$ cat src/rtl/video_axis_timing_gen.sv
// Parametrised video timing generator with test-pattern source and an AXI4-Stream
// video master fed through a small FIFO; overflow drops the rest of the frame.
module video_axis_timing_gen #(
    parameter int unsigned H_VISIBLE        = 640,
    parameter int unsigned H_FP             = 16,
    parameter int unsigned H_SYNC           = 96,
    parameter int unsigned H_BP             = 48,
    parameter int unsigned V_VISIBLE        = 480,
    parameter int unsigned V_FP             = 10,
    parameter int unsigned V_SYNC           = 2,
    parameter int unsigned V_BP             = 33,
    parameter bit          SYNC_ACTIVE_HIGH = 1'b1,
    parameter int unsigned DATA_W           = 24,
    parameter int unsigned FIFO_DEPTH       = 16,
    parameter int unsigned CW               = 12
) (
    input  logic                          pixel_clk,
    input  logic                          reset_n,
    input  logic                          enable,
    input  logic [1:0]                    pattern_sel,
    input  logic [DATA_W-1:0]             solid_rgb,
    input  logic                          clear_flags,
    output logic                          hsync,
    output logic                          vsync,
    output logic                          video_on,
    output logic [CW-1:0]                 pixel_x,
    output logic [CW-1:0]                 pixel_y,
    output logic                          frame_start,
    output logic [DATA_W-1:0]             m_axis_tdata,
    output logic                          m_axis_tvalid,
    output logic                          m_axis_tuser,
    output logic                          m_axis_tlast,
    input  logic                          m_axis_tready,
    output logic [$clog2(FIFO_DEPTH):0]   fifo_level,
    output logic                          overflow_sticky
);

    localparam int unsigned H_MAX    = H_VISIBLE + H_FP + H_SYNC + H_BP;
    localparam int unsigned V_MAX    = V_VISIBLE + V_FP + V_SYNC + V_BP;
    localparam int unsigned HS_START = H_VISIBLE + H_FP;
    localparam int unsigned HS_END   = H_VISIBLE + H_FP + H_SYNC - 1;
    localparam int unsigned VS_START = V_VISIBLE + V_FP;
    localparam int unsigned VS_END   = V_VISIBLE + V_FP + V_SYNC - 1;
    localparam int unsigned C        = DATA_W / 3;
    localparam int unsigned BAR_W    = H_VISIBLE / 8;
    localparam int unsigned AW       = $clog2(FIFO_DEPTH);
    localparam int unsigned FW       = DATA_W + 2;

    typedef enum logic [1:0] {StIdle, StRun, StDrop} state_e;

    state_e          state_q, state_d;
    logic [CW-1:0]   x_q, x_d;
    logic [CW-1:0]   y_q, y_d;
    logic            hsync_q, vsync_q, video_on_q, frame_start_q;
    logic            running_d, hs_win_d, vs_win_d, video_on_d, frame_start_d;
    logic            line_end, frame_end;
    logic [1:0]      pat_q;
    logic            sticky_q;

    logic [FW-1:0]   mem_q [FIFO_DEPTH];
    logic [AW-1:0]   wr_ptr_q, rd_ptr_q;
    logic [AW:0]     count_q;
    logic            full, empty, push_req, push, pop, overflow;
    logic [FW-1:0]   push_word, head;

    logic [2:0]        bar_idx;
    logic [2:0]        bar_rgb;
    logic [C-1:0]      grad;
    logic [DATA_W-1:0] pixel;

    // ---------------------------------------------------------------- counters / FSM
    assign line_end  = (x_q == CW'(H_MAX - 1));
    assign frame_end = line_end && (y_q == CW'(V_MAX - 1));

    always_comb begin
        state_d = state_q;
        x_d     = x_q;
        y_d     = y_q;
        unique case (state_q)
            StIdle: begin
                x_d = '0;
                y_d = '0;
                if (enable) state_d = StRun;
            end
            StRun, StDrop: begin
                if (line_end) begin
                    x_d = '0;
                    y_d = frame_end ? '0 : y_q + 1'b1;
                end else begin
                    x_d = x_q + 1'b1;
                end
                // A dropped frame always resynchronises at the wrap.
                if (frame_end)     state_d = enable ? StRun : StIdle;
                else if (overflow) state_d = StDrop;
            end
            default: state_d = StIdle;
        endcase
    end

    // Timing outputs are computed from next-state coordinates so they line up
    // with the registered pixel_x/pixel_y.
    always_comb begin
        running_d     = (state_d != StIdle);
        hs_win_d      = running_d && (x_d >= CW'(HS_START)) && (x_d <= CW'(HS_END));
        vs_win_d      = running_d && (y_d >= CW'(VS_START)) && (y_d <= CW'(VS_END));
        video_on_d    = running_d && (x_d < CW'(H_VISIBLE)) && (y_d < CW'(V_VISIBLE));
        frame_start_d = running_d && (x_d == '0) && (y_d == '0);
    end

    always_ff @(posedge pixel_clk or negedge reset_n) begin
        if (!reset_n) begin
            state_q       <= StIdle;
            x_q           <= '0;
            y_q           <= '0;
            hsync_q       <= !SYNC_ACTIVE_HIGH;
            vsync_q       <= !SYNC_ACTIVE_HIGH;
            video_on_q    <= 1'b0;
            frame_start_q <= 1'b0;
            pat_q         <= 2'd0;
        end else begin
            state_q       <= state_d;
            x_q           <= x_d;
            y_q           <= y_d;
            hsync_q       <= SYNC_ACTIVE_HIGH ? hs_win_d : !hs_win_d;
            vsync_q       <= SYNC_ACTIVE_HIGH ? vs_win_d : !vs_win_d;
            video_on_q    <= video_on_d;
            frame_start_q <= frame_start_d;
            if (frame_start_d) pat_q <= pattern_sel;
        end
    end

    assign pixel_x     = x_q;
    assign pixel_y     = y_q;
    assign hsync       = hsync_q;
    assign vsync       = vsync_q;
    assign video_on    = video_on_q;
    assign frame_start = frame_start_q;

    // ---------------------------------------------------------------- pattern source
    // Bar index is the count of bar boundaries already passed; the last bar
    // naturally absorbs any remainder of H_VISIBLE/8.
    always_comb begin
        bar_idx = 3'd0;
        for (int k = 1; k < 8; k++) begin
            if (x_q >= CW'(k * BAR_W)) bar_idx = 3'(k);
        end
    end

    always_comb begin
        bar_rgb = 3'b000;
        unique case (bar_idx)
            3'd0: bar_rgb = 3'b111;
            3'd1: bar_rgb = 3'b110;
            3'd2: bar_rgb = 3'b011;
            3'd3: bar_rgb = 3'b010;
            3'd4: bar_rgb = 3'b101;
            3'd5: bar_rgb = 3'b100;
            3'd6: bar_rgb = 3'b001;
            3'd7: bar_rgb = 3'b000;
            default: bar_rgb = 3'b000;
        endcase
    end

    assign grad = C'(x_q);

    always_comb begin
        pixel = '0;
        unique case (pat_q)
            2'd0: pixel = solid_rgb;
            2'd1: pixel = {{C{bar_rgb[2]}}, {C{bar_rgb[1]}}, {C{bar_rgb[0]}}};
            2'd2: pixel = (x_q[5] ^ y_q[5]) ? '0 : '1;
            2'd3: pixel = {grad, grad, grad};
            default: pixel = '0;
        endcase
    end

    // ---------------------------------------------------------------- output FIFO
    assign full      = (count_q == (AW + 1)'(FIFO_DEPTH));
    assign empty     = (count_q == '0);
    assign pop       = !empty && m_axis_tready;
    assign push_req  = (state_q == StRun) && video_on_q;
    assign push      = push_req && (!full || pop);
    assign overflow  = push_req && full && !pop;
    assign push_word = {pixel, (x_q == '0) && (y_q == '0), (x_q == CW'(H_VISIBLE - 1))};

    always_ff @(posedge pixel_clk) begin
        if (push) mem_q[wr_ptr_q] <= push_word;
    end

    always_ff @(posedge pixel_clk or negedge reset_n) begin
        if (!reset_n) begin
            wr_ptr_q <= '0;
            rd_ptr_q <= '0;
            count_q  <= '0;
        end else begin
            if (push) wr_ptr_q <= wr_ptr_q + 1'b1;
            if (pop)  rd_ptr_q <= rd_ptr_q + 1'b1;
            if (push && !pop)      count_q <= count_q + 1'b1;
            else if (pop && !push) count_q <= count_q - 1'b1;
        end
    end

    assign head          = mem_q[rd_ptr_q];
    assign m_axis_tvalid = !empty;
    assign m_axis_tdata  = empty ? '0 : head[FW-1:2];
    assign m_axis_tuser  = !empty && head[1];
    assign m_axis_tlast  = !empty && head[0];
    assign fifo_level    = count_q;

    // ---------------------------------------------------------------- flags
    always_ff @(posedge pixel_clk or negedge reset_n) begin
        if (!reset_n)         sticky_q <= 1'b0;
        else if (overflow)    sticky_q <= 1'b1;
        else if (clear_flags) sticky_q <= 1'b0;
    end

    assign overflow_sticky = sticky_q;

endmodule

$ cat config.mk
export PLATFORM = sky130hd
export DESIGN_NAME = video_axis_timing_gen
export DESIGN_NICKNAME = d
export VERILOG_FILES = /design/src/rtl/video_axis_timing_gen.sv
export SDC_FILE = /design/constraint.sdc
export NUM_CORES = 1
export LEC_CHECK = 0
export CAP_MARGIN = 15
export CORE_MARGIN = 3
export CORE_UTILIZATION = 39
export CTS_BUF_LIST = sky130_fd_sc_hd__clkbuf_16
export CTS_CLUSTER_DIAMETER = 150
export CTS_CLUSTER_SIZE = 24
export DETAILED_ROUTE_END_ITERATION = 8
export PLACE_DENSITY_LB_ADDON = 0.25
export REMOVE_ABC_BUFFERS = 1
export SLEW_MARGIN = 20
export SYNTH_ARGS = -nofsm -noshare
export SYNTH_HDL_FRONTEND = slang
export SYNTH_SLANG_ARGS = --single-unit
$ cat constraint.sdc
create_clock -name pixel_clk -period 3.5 [get_ports pixel_clk]
set_input_delay 1.05 -clock pixel_clk [delete_from_list [all_inputs] [get_ports pixel_clk]]
set_output_delay 1.05 -clock pixel_clk [all_outputs]
set_load 0.005 [all_outputs]
After elaboration in Yosys (flattened, before gate mapping):

Memory sizes are Yosys's and may differ from the RTL's.
Index checks and enable logic that the tools add are counted.
W data, S select, Z words.

* memory bits (read-only): 24
* logic and storage cells: 104
* bits of input ports: 31
* bits in writable memories: 416
* output and inout bits: 61
* register bits: 46
* memories: 2

Memories
* mem_q: depth 16, width 26, read ports 1, clocked after memory_dff 0, wr ports 1, RTL line 60 `logic [FW-1:0] mem_q [FIFO_DEPTH];`
* (no name shown): depth 8, width 3, read ports 1, clocked after memory_dff 0, wr ports 0, RTL line 151 `unique case (bar_idx)`

* reduce and logical (&&, ||, !) cells: 35
* muxes and demuxes: 26
* $lt $le $gt $ge: 13
* equal/unequal tests: 9
* add/sub/neg operators: 6
* bitwise gates (word level): 1

Operator list (number)
* $pmux W24 S4: 1
* $ge A12 B9 Y1 const B: 4
* $logic_not A12 Y1: 4
* $mux W24: 2
* $pmux W12 S2: 2
* $eq A12 B10 Y1 const B: 3
* $mux W12: 3
* $add A12 B1 Y12 const B: 2
* $ge A12 B10 Y1 const B: 2
* $ge A12 B8 Y1 const B: 2
* $logic_and A1 B1 Y1: 19
* $mux W3: 6
* $ge A12 B7 Y1 const B: 1
* $le A12 B10 Y1 const B: 1
* $le A12 B9 Y1 const B: 1
* $lt A12 B10 Y1 const B: 1
* $lt A12 B9 Y1 const B: 1
* $mux W5: 2
* $add A4 B1 Y4 const B: 2
* $eq A2 B2 Y1 const B: 3
* $mux W1: 6
* $mux W2: 3
* $reduce_bool A2 Y1: 3
* $add A5 B1 Y5 const B: 1
* other kinds (10): 15

Logic depth before layout (Yosys ltp):

* depth after elaboration: 11
* gate-level depth with buffers: 12
* mapped depth without buffers: 12

Worst setup path before layout:

No wires, ideal clock.

* path kind: flip-flop to output port
* start: register rd_ptr_q[0]
* end: output port m_axis_tdata[0]
* arrival time: 2708 ps
* cell stages (with the launch flop): 7
* slack: -258 ps
* cells stage by stage: dfrtp_1 clkbuf_1 buf_1 buf_1 mux4_2 mux4_2 and2_1

* longest elaborated chain between the ends: 2

RTL lines
* start: declaration: RTL line 61 `logic [AW-1:0] wr_ptr_q, rd_ptr_q;`
* start signal: assignment: RTL line 197 `if (pop) rd_ptr_q <= rd_ptr_q + 1'b1;`
* $mem_v2 Z16 W26
* $mux W24: RTL line 205 `assign m_axis_tdata = empty ? '0 : head[FW-1:2];`
* end: declaration: RTL line 29 `output logic [DATA_W-1:0] m_axis_tdata,`

No other way between the ends.

Final worst setup path:

* start: register rd_ptr_q[0]
* end: output port m_axis_tdata[3]

The elaborated chain is that of the path after synthesis.

==> flow_summary.ini <==
[logic_synthesis]
synth_seq_area_share_pct = 70.0
synth_cell_types = 64
ys_top_cells_by_area = edfxtp_1 64%, mux4_2 15%, dfrtp_1 5.9%, nor2_1 1.5%, and2_1 1.4%
async_flop_share_pct = 9.96
synth_cells = 1100
synth_ff_type = edfxtp_1
postSynthAreaPerCell_um2 = 17.7
ys_warn_count = 0
yosysMostFrequentCell = edfxtp_1
synth_seq_cells = 462
netlist_area_um2 = 19500
yosys.area.top_type_share_pct = 64.1
synth-edff-count = 416
yosys.area.top_type = edfxtp_1
synth_common_cells = 416 x edfxtp_1, 130 x mux4_2, 76 x nor2_1

[worst_setup_path]
critical_path_buf_inv_count = 6
cp_max_fo = 7
slowest_delay_ns = 0.51
cp.arrival_ns = 2.90
required_ns = 2.45
cp-end-kind = output port
cp.depth = 9
criticalPathCategory = flop to output port
cp_slowest_cell = dfrtp_4
critPathTopFamily = multiplexers
startpoint_type = flop
worstRegToRegCells = 10
cp_cell_sequence = buf_12 > buf_8 > buf_12 > buf_16 > buf_6 > mux4_2 > mux4_2 > and2_4 > buf_6

[finish]
fin_cells = 1982
area_delta_synth_final_pct = 21.8
final_area_um2 = 23700
nets = 1349
layout-drive-gt1-share_pct = 30.0
antenna_cells = 0

[cts]
clock_latency_ns = 0.57
htree_levels = 1
cts-root-buf = clkbuf_16
clkTransAtPathRegs_ns = 0.10
holdBufCountCts = 0
cts_buffers = 23
cts_tree = yes
cts_buffer_depth = 3
clock-sinks = 462

[grt]
grt_max_degree = 38
antenna_found_initial = 0
grt_pass1_wl_mm = 73.4
grtUsageTotal_pct = 18.7
grt_pass1_vias = 11109
overflow = 0

[sta]
fmax_ghz = 0.253
finalHoldViolCount = 0
rsz0062_at_grt = true
clock_skew_ns = 0.0283
worst_slack_ns = -0.447
tightest_slew_ns = 1.06
post-route-period-util_pct = 113
slew_headroom_pct = 29.1
period_minus_slack_ns = 3.95
finalSetupViolCount = 26
maxSlewViolCount = 0
tns_ns = -7.46

[detailed_routing]
drt_iter0_markers = 1139
route.detailed.drc = 0
dr_total_vias = 10951
viasPerCell = 5.53
routedWlPerCell_um = 24.8
firstDrtPassIters = 6
ant_nets = 0
routed_wl_mm = 49.2

[die]
start_util_pct = 39.6
die_area_um2 = 52700
die_w_um = 230
core_um2 = 49200
row_count = 81
die_h_um = 230
io_pins = 92

[outcome]
outcome = finished, violations left
violations = setup timing

[place]
io_buffer_count = 91
dp.cells = 1903
preCtsSetupSlack_ns = -0.0458
place_area_um2 = 22300
routabilityCongestion = 0.898
dpl.hpwl_mm = 29.8

[power_and_ir_drop]
power_mw = 20.0
max-vdd-ir-drop_mv = 0.416
powerDensity_nw_per_um2 = 843
p_leak_nw = 8.02

[job]
drv_cap = 0

[hold_path]
hp-class = primary input to asynchronous set/reset pin
flip-flops by register name (all words and copies together) (netlist names):
| register | count |
|---|---|
| mem_q | 416 |
| pixel_x | 12 |
| pixel_y | 12 |
| fifo_level | 5 |
| rd_ptr_q | 4 |
| wr_ptr_q | 4 |
| pat_q | 2 |
| state_q | 2 |
| frame_start | 1 |
| hsync | 1 |
| overflow_sticky | 1 |
| video_on | 1 |
| vsync | 1 |
final cells by class:
class,instances,area [um^2]
fillers,4115,25400
flip-flops and latches,462,13700
multi-input cells,552,5640
repair buffers,244,2880
well taps,664,831
clock buffers,23,576
clock inverters,19,92.6
inverters,18,67.6
final timing paths:
kind | from | slack (ns) | end
max | rd_ptr_q[0] | -0.45 | m_axis_tdata[3]
min | reset_n | 0.44 | fifo_level[2]
max reg2reg | pixel_y[0] | 0.15 | pat_q[0]
min reg2reg | fifo_level[4] | 0.52 | fifo_level[4]
max in group asynchronous | reset_n | 2.39 | pixel_y[0]
min in group pixel_clk | fifo_level[4] | 0.52 | fifo_level[4]
stage by stage:
| step | utilization [%] | hold slack [ns] |
|---|---|---|
| 6_report | 48.3 | 0.440 |
| 5_1_grt | 48.3 | 0.462 |
| 4_1_cts | 47.9 | 0.431 |
| 3_5_place_dp | 45.4 | 0.506 |
| 3_3_place_gp | 45.4 | 0.515 |
| 2_1_floorplan | - | 0.489 |
cells by family (layout without fill, tap and decap cells):
logic type	Yosys count	in the layout	synth area share (%)
DFF	462	462	70.0
AOI/OAI and AO/OA	114	114	3.51
xor gates and xnor gates	26	26	1.17
buffers and inverters	86	304	1.71
muxes	139	139	15.5
adders and majority gates	17	17	1.13
and+or+nand+nor	256	256	6.96
placed cells by master, fill, tap and decap left out, types with 5 or more instances in the layout:
cell type | Yosys | layout
buf_2 | 3 | 5
or3_1 | 7 | 6
xor2_1 | 12 | 12
a21oi_1 | 40 | 40
and2_2 | 0 | 16
buf_4 | 0 | 88
buf_16 | 0 | 12
buf_6 | 1 | 23
mux4_2 | 130 | 130
nor4_1 | 12 | 8
dfrtp_1 | 46 | 41
buf_12 | 0 | 42
xnor2_1 | 14 | 14
nor2_1 | 76 | 76
edfxtp_1 | 416 | 416
nand2_1 | 44 | 44
o21ai_0 | 36 | 36
nor4_2 | 1 | 5
nand3_1 | 14 | 14
and2_4 | 0 | 22
nand4_1 | 10 | 10
nor3_1 | 10 | 9
and3_1 | 6 | 6
clkbuf_16 | 0 | 24
clkdlybuf4s50_1 | 0 | 64
inv_1 | 18 | 35
and2_1 | 43 | 5
ha_1 | 16 | 16
repair_timing:
action | CTS | global route
buffers inserted | 19 | 10
pin swaps | 17 | 3
gates resized for setup | 130 | 46
cloned | 10 | 1
setup endpoints to repair | 27 | 29
power breakdown:
part / internal [mW] / total, mW / switching (mW)
registers: 7.81 / 8.05 / 0.240
clock network: 1.23 / 2.91 / 1.69
logic: 4.68 / 9.05 / 4.37
routing by layer:
layer,GRT usage [%],share of wire [%]
met1,27.1,44
met2,30.2,48
met3,3.07,6.4
met4,3.51,1.6
met5,0,0
worst register-to-register path: cells and delay by family (launching register included):
family	cells	cell delay [ns]
multiplexers	1	0.37
flip-flops	1	0.46
AO/OA/AOI/OAI	2	0.48
adder cells (fa/ha/maj)	1	0.18
buffers and inverters	2	0.27
AND/OR/NAND/NOR	4	1.46
Note: power is estimated with default switching activity, not from simulation.
